[src/rtl/vga_mem_arbiter_pkg.sv]
// Shared widths and the in-flight owner encoding for the VGA/CPU memory arbiter.
package vga_arb_pkg;

    localparam int ADDR_W = 8;
    localparam int DATA_W = 32;

    typedef enum logic [1:0] {
        OWN_NONE,
        OWN_VGA,
        OWN_CPU
    } owner_t;

endpackage

[src/rtl/vga_mem_arbiter_if.sv]
// Bundles the renderer, CPU and memory-port signals around the arbiter.
// master = arbiter side, slave = renderer/CPU/memory side.
interface vga_mem_arbiter_if;
    import vga_arb_pkg::*;

    logic [ADDR_W-1:0] vga_addr;
    logic [DATA_W-1:0] vga_rdata;
    logic              vga_valid;

    logic              cpu_req;
    logic              cpu_we;
    logic [ADDR_W-1:0] cpu_addr;
    logic [DATA_W-1:0] cpu_wdata;
    logic              cpu_gnt;
    logic              cpu_rvalid;
    logic [DATA_W-1:0] cpu_rdata;

    logic [ADDR_W-1:0] mem_addr;
    logic              mem_we;
    logic [DATA_W-1:0] mem_wdata;
    logic [DATA_W-1:0] mem_rdata;

    modport master (
        input  vga_addr, cpu_req, cpu_we, cpu_addr, cpu_wdata, mem_rdata,
        output vga_rdata, vga_valid, cpu_gnt, cpu_rvalid, cpu_rdata,
               mem_addr, mem_we, mem_wdata
    );

    modport slave (
        output vga_addr, cpu_req, cpu_we, cpu_addr, cpu_wdata, mem_rdata,
        input  vga_rdata, vga_valid, cpu_gnt, cpu_rvalid, cpu_rdata,
               mem_addr, mem_we, mem_wdata
    );

endinterface

[src/rtl/vga_mem_arbiter_wait_counter.sv]
// Saturating wait counter with synchronous clear; sat flags that MAX was reached.
module arb_wait_counter #(
    parameter int MAX = 15
) (
    input  logic clk,
    input  logic rst_n,
    input  logic inc,
    input  logic clr,
    output logic sat
);

    localparam int           W     = (MAX < 1) ? 1 : $clog2(MAX + 1);
    localparam logic [W-1:0] MAX_V = W'(MAX);

    logic [W-1:0] count_reg;

    always_ff @(posedge clk or negedge rst_n) begin
        if (!rst_n) begin
            count_reg <= '0;
        end else if (clr) begin
            count_reg <= '0;
        end else if (inc && (count_reg != MAX_V)) begin
            count_reg <= count_reg + W'(1);
        end
    end

    assign sat = (count_reg == MAX_V);

endmodule

[src/rtl/vga_mem_arbiter.sv]
// Arbitrates the single memory port between the VGA renderer (priority) and the CPU.
// Optional CPU starvation guard: define VGA_ARB_STARVE_GUARD_EN.
module vga_mem_arbiter
    import vga_arb_pkg::*;
#(
    parameter int CPU_MAX_WAIT = 15
) (
    input  logic              clk,
    input  logic              botonRST,
    vga_mem_arbiter_if.master bus
);

    owner_t            owner_reg, owner_next;
    logic [ADDR_W-1:0] flight_addr_reg, flight_addr_next;
    logic [ADDR_W-1:0] vga_tag_reg;
    logic              tag_ok_reg;
    logic [DATA_W-1:0] vga_rdata_reg;
    logic [DATA_W-1:0] cpu_rdata_reg;

    logic              vga_pending;
    logic              cpu_starved;
    logic              issue_vga;
    logic              gnt;
    logic              cpu_wr;
    logic              capture_vga;
    logic              wr_hit_tag;
    logic [ADDR_W-1:0] issue_addr;
    logic              issue_we;
    logic [DATA_W-1:0] issue_wdata;

`ifdef VGA_ARB_STARVE_GUARD_EN
    logic wait_sat;

    arb_wait_counter #(
        .MAX (CPU_MAX_WAIT)
    ) u_wait (
        .clk   (clk),
        .rst_n (botonRST),
        .inc   (bus.cpu_req && !gnt),
        .clr   (gnt),
        .sat   (wait_sat)
    );

    assign cpu_starved = wait_sat;
`else
    // Strict VGA priority: the CPU never overrides a pending fetch.
    assign cpu_starved = (CPU_MAX_WAIT < 0);
`endif

    always_comb begin
        vga_pending      = 1'b0;
        issue_vga        = 1'b0;
        gnt              = 1'b0;
        issue_addr       = '0;
        issue_we         = 1'b0;
        issue_wdata      = '0;
        owner_next       = OWN_NONE;
        flight_addr_next = flight_addr_reg;

        vga_pending = !(tag_ok_reg && (vga_tag_reg == bus.vga_addr))
                   && !((owner_reg == OWN_VGA) && (flight_addr_reg == bus.vga_addr));

        // Reset low forces the port idle, so nothing issues from here.
        issue_vga = botonRST && vga_pending && !(bus.cpu_req && cpu_starved);
        gnt       = botonRST && bus.cpu_req && !issue_vga;

        if (issue_vga) begin
            issue_addr       = bus.vga_addr;
            owner_next       = OWN_VGA;
            flight_addr_next = bus.vga_addr;
        end else if (gnt) begin
            issue_addr  = bus.cpu_addr;
            issue_we    = bus.cpu_we;
            issue_wdata = bus.cpu_wdata;
            if (!bus.cpu_we) begin
                owner_next       = OWN_CPU;
                flight_addr_next = bus.cpu_addr;
            end
        end
    end

    // A CPU write landing on the in-flight VGA address makes that result stale.
    assign cpu_wr      = gnt && bus.cpu_we;
    assign capture_vga = (owner_reg == OWN_VGA)
                      && !(cpu_wr && (bus.cpu_addr == flight_addr_reg));
    assign wr_hit_tag  = cpu_wr && (bus.cpu_addr == vga_tag_reg);

    always_ff @(posedge clk or negedge botonRST) begin
        if (!botonRST) begin
            owner_reg       <= OWN_NONE;
            flight_addr_reg <= '0;
            vga_tag_reg     <= '0;
            tag_ok_reg      <= 1'b0;
            vga_rdata_reg   <= '0;
            cpu_rdata_reg   <= '0;
        end else begin
            owner_reg       <= owner_next;
            flight_addr_reg <= flight_addr_next;
            if (capture_vga) begin
                vga_rdata_reg <= bus.mem_rdata;
                vga_tag_reg   <= flight_addr_reg;
                tag_ok_reg    <= 1'b1;
            end else if (wr_hit_tag) begin
                tag_ok_reg <= 1'b0;
            end
            if (owner_reg == OWN_CPU) begin
                cpu_rdata_reg <= bus.mem_rdata;
            end
        end
    end

    assign bus.mem_addr   = issue_addr;
    assign bus.mem_we     = issue_we;
    assign bus.mem_wdata  = issue_wdata;
    assign bus.cpu_gnt    = gnt;
    assign bus.cpu_rvalid = (owner_reg == OWN_CPU);
    assign bus.cpu_rdata  = (owner_reg == OWN_CPU) ? bus.mem_rdata : cpu_rdata_reg;
    assign bus.vga_rdata  = vga_rdata_reg;
    assign bus.vga_valid  = tag_ok_reg && (vga_tag_reg == bus.vga_addr);

endmodule

[src/flat_wrapper.sv]
// flat-port wrapper written by rule: the top's interface ports become plain ports
module vga_mem_arbiter_flat import vga_arb_pkg::*;
#(
    parameter int CPU_MAX_WAIT = 15
)
  (clk, botonRST, bus_vga_addr, bus_cpu_req, bus_cpu_we, bus_cpu_addr, bus_cpu_wdata, bus_mem_rdata, bus_vga_rdata, bus_vga_valid, bus_cpu_gnt, bus_cpu_rvalid, bus_cpu_rdata, bus_mem_addr, bus_mem_we, bus_mem_wdata);
  vga_mem_arbiter_if bus_i ();
  input  logic clk;
  input  logic botonRST;
  input wire logic [$bits(bus_i.vga_addr)-1:0] bus_vga_addr;
  input wire logic [$bits(bus_i.cpu_req)-1:0] bus_cpu_req;
  input wire logic [$bits(bus_i.cpu_we)-1:0] bus_cpu_we;
  input wire logic [$bits(bus_i.cpu_addr)-1:0] bus_cpu_addr;
  input wire logic [$bits(bus_i.cpu_wdata)-1:0] bus_cpu_wdata;
  input wire logic [$bits(bus_i.mem_rdata)-1:0] bus_mem_rdata;
  output wire logic [$bits(bus_i.vga_rdata)-1:0] bus_vga_rdata;
  output wire logic [$bits(bus_i.vga_valid)-1:0] bus_vga_valid;
  output wire logic [$bits(bus_i.cpu_gnt)-1:0] bus_cpu_gnt;
  output wire logic [$bits(bus_i.cpu_rvalid)-1:0] bus_cpu_rvalid;
  output wire logic [$bits(bus_i.cpu_rdata)-1:0] bus_cpu_rdata;
  output wire logic [$bits(bus_i.mem_addr)-1:0] bus_mem_addr;
  output wire logic [$bits(bus_i.mem_we)-1:0] bus_mem_we;
  output wire logic [$bits(bus_i.mem_wdata)-1:0] bus_mem_wdata;
  assign bus_i.vga_addr = bus_vga_addr;
  assign bus_i.cpu_req = bus_cpu_req;
  assign bus_i.cpu_we = bus_cpu_we;
  assign bus_i.cpu_addr = bus_cpu_addr;
  assign bus_i.cpu_wdata = bus_cpu_wdata;
  assign bus_i.mem_rdata = bus_mem_rdata;
  assign bus_vga_rdata = bus_i.vga_rdata;
  assign bus_vga_valid = bus_i.vga_valid;
  assign bus_cpu_gnt = bus_i.cpu_gnt;
  assign bus_cpu_rvalid = bus_i.cpu_rvalid;
  assign bus_cpu_rdata = bus_i.cpu_rdata;
  assign bus_mem_addr = bus_i.mem_addr;
  assign bus_mem_we = bus_i.mem_we;
  assign bus_mem_wdata = bus_i.mem_wdata;
  vga_mem_arbiter #(.CPU_MAX_WAIT(CPU_MAX_WAIT)) u_core (.clk(clk), .botonRST(botonRST), .bus(bus_i));
endmodule
[config.mk]
export PLATFORM = sky130hd
export DESIGN_NAME = vga_mem_arbiter_flat
export DESIGN_NICKNAME = d
export VERILOG_FILES = /design/src/rtl/vga_mem_arbiter_pkg.sv /design/src/rtl/vga_mem_arbiter_if.sv /design/src/rtl/vga_mem_arbiter_wait_counter.sv /design/src/rtl/vga_mem_arbiter.sv /design/src/flat_wrapper.sv
export SDC_FILE = /design/constraint.sdc
export NUM_CORES = 1
export LEC_CHECK = 0
export ABC_AREA = 1
export ABC_CLOCK_PERIOD_IN_PS = 1700
export BUFFER_PORTS_ARGS = -buffer_cell sky130_fd_sc_hd__buf_2
export CAP_MARGIN = 20
export CORE_AREA = 5 5 139 75
export CTS_CLUSTER_SIZE = 25
export DETAILED_ROUTE_END_ITERATION = 7
export DIE_AREA = 0 0 144 80
export PLACE_DENSITY = 0.78
export SLEW_MARGIN = 20
export SYNTH_ARGS = -nofsm -noshare
export SYNTH_HDL_FRONTEND = slang
export SYNTH_HIERARCHICAL = 1
export SYNTH_SLANG_ARGS = --single-unit
[constraint.sdc]
create_clock -name clk -period 1.7 [get_ports clk]
set_input_delay 0.17 -clock clk [delete_from_list [all_inputs] [get_ports clk]]
set_output_delay 0.17 -clock clk [all_outputs]
set_load 0.005 [all_outputs]
==> flow_summary_export.csv, run 1 <==
group,metric,value,unit
run_status,status,"finished, violations left",
run_status,violations,"negative hold slack, negative setup slack",
worst_setup_path,path_class,"reg2reg",
worst_setup_path,crit_path_top_delay_cell,"dfrtp_1",
synthesis,synth.largest_area_cell,"dfrtp_1",
drt,wl_met2,8590,um
synthesis,muxShareOfSynthArea,0,%
worst_setup_path,slowest_delay,410,ps
pwr,power_density,937,nW/um^2
global_route,grt.overflow.total,0,
global_route,grt_pass1_vias,4388,
drt,via_per_inst,5.18,
clock_tree,cts_buffer_depth,2,
floorplanning,die_w,144,um
clock_tree,cts_tree,"yes",
worst_setup_path,cp-start-kind,"register",
synthesis,synth-seq-cells,83,
placement,hpwl,10600,um
synthesis,synth_top_family_by_area,"simple AND/OR/NAND/NOR gates",
clock_tree,numCtsBuffers,9,
synthesis,ys_warn_count,6,
final_layout,num_antenna_cells,0,
clock_tree,insertion_delay,350,ps
worst_setup_path,path_common_cell,"nand2_2",
worst_setup_path,end_kind,"register",
global_route,grt_antenna_before_repair,0,
drt,drt_wl_total,18400,um
drt,highest_layer,"met4",
worst_setup_path,crit_path_max_fanout,8,
run,drv_cap,0,
worst_setup_path,cp_data_arrival_time,2470,ps
drt,wl_met3,2230,um
clock_tree,cts.sinks,83,
drt,post-route-drc-count,0,
drt,drt-initial-drc-count,398,
drt,drtPass1Iterations,5,
floorplanning,row_count,25,
timing,final_max_slew_viol_count,0,
floorplanning,core_region_area,9100,sq um
timing,tns,-39060,ps
min_path,hp-class,"in2async",
worst_setup_path,cp.required,1970,ps
drt,wl_met1,7220,um
final_layout,layout-drive-gt1-share,63.1,%
timing,finClkSkew,12.5,ps
synthesis,syn_area,4130,sq um
timing,post-route-min-period,2200,ps
floorplanning,die_h,80,um
timing,rsz0062_at_grt,"true",
floorplanning,die-area,11500,sq um
timing,tightest_slew,510,ps
timing,setup_violations,124,
synthesis,synthXorXnorAreaFrac,4.24,%
synthesis,synth_edf_count,0,
final_layout,synthToLayoutAreaGrowth,85.0,%
synthesis,yosys.area.top_type_share,50.3,%
synthesis,ys_types,26,
timing,fin_hold_ws,-5.48,ps
global_route,grt_pass1_wl,22700,um
clock_tree,h-tree-depth,3,
synthesis,synth.net_count,631,
synthesis,synth.most_common_cell,"nand2_1",
synthesis,synth_ff_type,"dfrtp_1",
drt,routedWlPerCell,19.3,um
synthesis,synthArstFlopShare,100,%
clock_tree,clkSlewWorstSetupHoldPaths,70,ps
placement,gp_congestion,0.931,
synthesis,ys_seq_area_share,50.3,%
global_route,grtUsageTotal,25.5,%
synthesis,synth_simple_gate_area_share,33.9,%
clock_tree,cts-root-buf,"clkbuf_16",
synthesis,synth_compound_area_share,2.55,%
timing,hold_viol_final,23,
timing,fmax,454,MHz
synthesis,syn_inst,547,
synthesis,synthTopCellsByArea,"dfrtp_1 50%, nand2_1 21%, inv_1 5.5%",
floorplanning,ioPinCount,192,
floorplanning,start_util,45.3,%
synthesis,syn_area_per_cell,7.55,sq um
pwr,max-vdd-ir-drop,0.835,mV
final_layout,fillCellCount,514,
synthesis,synthAdderAreaFrac,0,%
pwr,power_leakage,4.25,nW
timing,fin_crit_sh,130,%
placement,port_buffers,191,
timing,layout_setup_ws,-504,ps
synthesis,synthTopCellsByCount,"234 x nand2_1, 83 x dfrtp_1, 61 x inv_1, 48 x nor2_1, 42 x nand3_1",
global_route,grt_max_degree,81,
placement,placed_area,5490,sq um
timing,relSlewSlack,65.9,%
drt,vias,4946,
worst_setup_path,path_cells,"inv_1, nand2_1, nand2_2, nand2_2, nor2_4, nand3_4, buf_6, nand3_4, buf_6, nand4_4, nand2_8, buf_8, nand2_2, nand2_1",
drt,ant_nets,0,
final_layout,final_area,7630,sq um
final_layout,final_nets,912,
==> power breakdown <==
part / switching (mW) / internal, mW
logic: 1.17 / 1.26
clock network: 0.845 / 1.30
registers: 0.272 / 2.31
total: 2.28 / 4.87
==> per-layer routing <==
layer | vias to the layer above | GRT usage [%]
met1 | 2364 | 36.7
met3 | 35 | 7.36
met5 | - | 0
met2 | 311 | 38.4
met4 | 0 | 5.45
li1 | 2236 | -
==> layout by cell type, fill, tap and decap left out, types with 13 or more instances in the layout <==
cell type    n
nor2_1      25
dfrtp_1     82
nor2_2      15
inv_1       52
xnor2_1     13
nand2_2    103
nand2_1     73
buf_6       50
buf_2      165
nand2_4     58
buf_4       56
nand3_1     40
clkbuf_16   17
==> worst max-delay path, delay by kind of cell (launching register included) <==
family	cells	cell delay, ps
DFF	1	410
and+or+nand+nor	10	1170
buffers and inverters	4	530
==> kinds of logic (layout without fill, tap and decap cells) <==
logic type | after synthesis | after routing
and+or+nand+nor | 339 | 341
buffers and inverters | 86 | 370
DFF | 83 | 83
xor gates and xnor gates | 20 | 20
AOI/OAI and AO/OA | 19 | 19
==> cell type report <==
| cell class | count | area, sq um | area share, % |
|---|---|---|---|
| flip-flops and latches | 83 | 2080 | 27.2 |
| clock buffers | 9 | 225 | 2.95 |
| well taps | 121 | 151 | 1.98 |
| clock inverters | 7 | 96.3 | 1.26 |
| multi-input cells | 380 | 2600 | 34.1 |
| inverters | 63 | 244 | 3.20 |
| repair buffers | 291 | 2240 | 29.3 |
==> path summary, 6_finish.rpt <==
check / end / slack [ps] / cells after the start / from
min reg2reg: u_core/bus.vga_rdata[28] / 480 / 2 / u_core/bus.vga_rdata[28]
min: u_core/bus.vga_rdata[25] / -5 / 2 / botonRST
min in group clk: u_core/cpu_rdata_reg[26] / 70 / 3 / bus_mem_rdata[26]
max reg2reg: u_core/bus.vga_rdata[9] / -500 / 14 / u_core/vga_tag_reg[6]
max: u_core/bus.vga_rdata[9] / -500 / 14 / u_core/vga_tag_reg[6]
max in group asynchronous: u_core/vga_tag_reg[5] / 1130 / 2 / botonRST
==> repair_timing <==
item | 4_1_cts | 5_1_grt
hold endpoints to repair | 3 | 0
endpoints found under the setup margin | 124 | 123
hold buffers | 1 | 0
buffers inserted | 24 | 25
resized for setup | 63 | 295
cloned | 4 | 11
pin swaps | 18 | 49
==> metrics by stage <==
stage | total power, mW | utilization, % | setup WS [ps] | hold WS (ps) | cells
after floorplan | 3.12 | - | 174 | -126 | 547
after global placement | 3.88 | 60.3 | -164 | 16.6 | 880
final | 7.15 | 83.9 | -504 | -5.48 | 954
after detailed placement | 3.91 | 60.3 | -212 | 16.2 | 880
after global routing | 7.47 | 83.9 | -591 | 24.2 | 954
after CTS | 6.20 | 68.3 | -394 | 0.184 | 921
Power figures use the tool's default switching activity.
==> run 2, diff against run 1 <==
Settings changed: MAX_ROUTING_LAYER from default to met4.
==> flow_summary_export.csv, run 2 (synthesis results as in run 1) <==
group,metric,value,unit
pwr,power_density,942,nW/um^2
drt,drt_wl_total,15100,um
worst_setup_path,slowest_delay,410,ps
run,drv_cap,0,
clock_tree,h-tree-depth,3,
floorplanning,die_h,80,um
timing,fin_crit_sh,129,%
clock_tree,cts_buffer_depth,2,
timing,fmax,456,MHz
drt,vias,4646,
worst_setup_path,path_buf_inv,3,
timing,rsz0062_at_grt,"true",
drt,ant_nets,0,
worst_setup_path,path_common_cell,"buf_6",
worst_setup_path,end_kind,"output port",
final_layout,fin_util,69.9,%
pwr,pwr-share-comb,27.1,%
worst_setup_path,cp_top_family,"simple AND/OR/NAND/NOR gates",
timing,final_max_slew_viol_count,0,
pwr,power.switching,1.89,mW
drt,drt-initial-drc-count,357,
timing,hold_viol_final,0,
clock_tree,numCtsBuffers,9,
timing,fin_hold_ws,66.5,ps
placement,placed_area,5530,sq um
floorplanning,die-area,11500,sq um
min_path,hp-class,"in2reg",
final_layout,layout-drive-gt1-share,41.5,%
pwr,power_leakage,3.77,nW
pwr,sw_frac_of_total,31.5,%
placement,hpwl,10900,um
floorplanning,core_region_area,9100,sq um
drt,via_per_inst,5.00,
timing,setup_violations,95,
placement,place_ws,-190,ps
placement,port_buffers,191,
floorplanning,row_count,25,
final_layout,layout_common_cells,"211 x nand2_1, 188 x buf_2, 82 x dfrtp_1",
clock_tree,cts_tree,"yes",
final_layout,final_common_cell,"nand2_1",
drt,post-route-drc-count,0,
final_layout,stdcell_count,930,
pwr,seq_power_share,41.2,%
floorplanning,die_w,144,um
timing,post-route-min-period,2190,ps
clock_tree,clkSlewWorstSetupHoldPaths,70,ps
global_route,grt.overflow.total,0,
pwr,total_power,5.99,mW
final_layout,synthToLayoutAreaGrowth,54.2,%
global_route,grtUsageTotal,26.4,%
pwr,max-vdd-ir-drop,0.734,mV
run_status,violations,"negative setup slack",
global_route,grt_pass1_wl,22600,um
clock_tree,cts.sinks,83,
worst_setup_path,cp-start-kind,"register",
placement,dp.cells,887,
final_layout,num_antenna_cells,0,
timing,tns,-34270,ps
timing,relSlewSlack,71.5,%
clock_tree,cts-root-buf,"clkbuf_16",
floorplanning,start_util,45.3,%
final_layout,final_area,6360,sq um
pwr,p_clk_share,31.7,%
clock_tree,insertion_delay,330,ps
floorplanning,ioPinCount,192,
global_route,grt_max_degree,47,
timing,layout_setup_ws,-494,ps
worst_setup_path,cp_data_arrival_time,2020,ps
worst_setup_path,cp.required,1530,ps
timing,tightest_slew,427,ps
drt,routedWlPerCell,16.2,um
drt,drtPass1Iterations,5,
run_status,status,"finished, violations left",
worst_setup_path,crit_path_max_fanout,7,
placement,gp_congestion,0.979,
global_route,grt_pass1_vias,4366,
global_route,grt_antenna_before_repair,0,
final_layout,final_nets,888,
worst_setup_path,path_class,"reg2out",
worst_setup_path,crit_path_top_delay_cell,"dfrtp_1",
worst_setup_path,path_cells,"inv_1, nand2_1, nand3_1, nor2_2, nand3_2, nand3_4, buf_6, nand2_2, o21ai_4, and2_4, buf_6",
pwr,intPower,4.10,mW
timing,finClkSkew,6.78,ps
==> run 2: cell types whose count changed in the layout (fill, tap and decap cells not counted), moves of 4 or more <==
cell	change
inv_1	+6
buf_6	-34
nand2_4	-56
nand2_2	-80
clkbuf_16	-8
nand2_1	+138
nor2_2	-8
buf_2	+23
inv_2	-4
nor2_1	+15
nor2_4	-7
buf_4	-4
==> run 2: what timing repair did <==
action	4_1_cts	5_1_grt
endpoints found under the hold margin	37	0
buffers inserted	12	11
gates cloned	4	0
hold buffers	1	0
gates resized for setup	49	37
pin swaps	12	14
endpoints found under the setup margin	124	171
==> run 2: power groups by stage <==
stage               Clock (mW)  Combinational, mW  Sequential, mW
floorplan                    0              0.633            2.48
global placement             0               1.40            2.48
detailed placement           0               1.42            2.50
CTS                       1.94               1.53            2.47
global route              2.02               1.80            2.50
finish                    1.90               1.62            2.47
==> run 2: worst paths after layout <==
path | depth (start not counted) | slack [ps] | start | to
worst min-delay path | 3 | 70 | bus_mem_rdata[9] | u_core/cpu_rdata_reg[9]
worst min register to register | 2 | 470 | u_core/tag_ok_reg | u_core/tag_ok_reg
worst max register to register | 12 | -350 | u_core/vga_tag_reg[0] | u_core/bus.vga_rdata[13]
worst max-delay path | 11 | -490 | u_core/vga_tag_reg[0] | bus_mem_addr[7]
min in group asynchronous | 3 | 560 | botonRST | u_core/vga_tag_reg[7]
max in group asynchronous | 4 | 300 | botonRST | u_core/cpu_rdata_reg[26]
==> run 2: per-layer routing <==
| metal | global-route usage, % | wire [um] |
|---|---|---|
| met1 | 36.1 | 6500 |
| met2 | 39.8 | 6680 |
| met3 | 8.14 | 1800 |
| met4 | 3.95 | 119 |
| met5 | - | 0 |
==> run 2: worst min-delay path, cell delays in order <==
cell and delay (ps):
buf_2 90, nand2_1 50, nand2_1 60
==> run 2: final cells by class <==
class	count	area, sq um
flip-flops and latches	83	2080
repair buffers	269	1790
inverters	63	239
clock buffers	9	225
fillers	723	2740
well taps	121	151
clock inverters	7	70.1
multi-input cells	378	1810
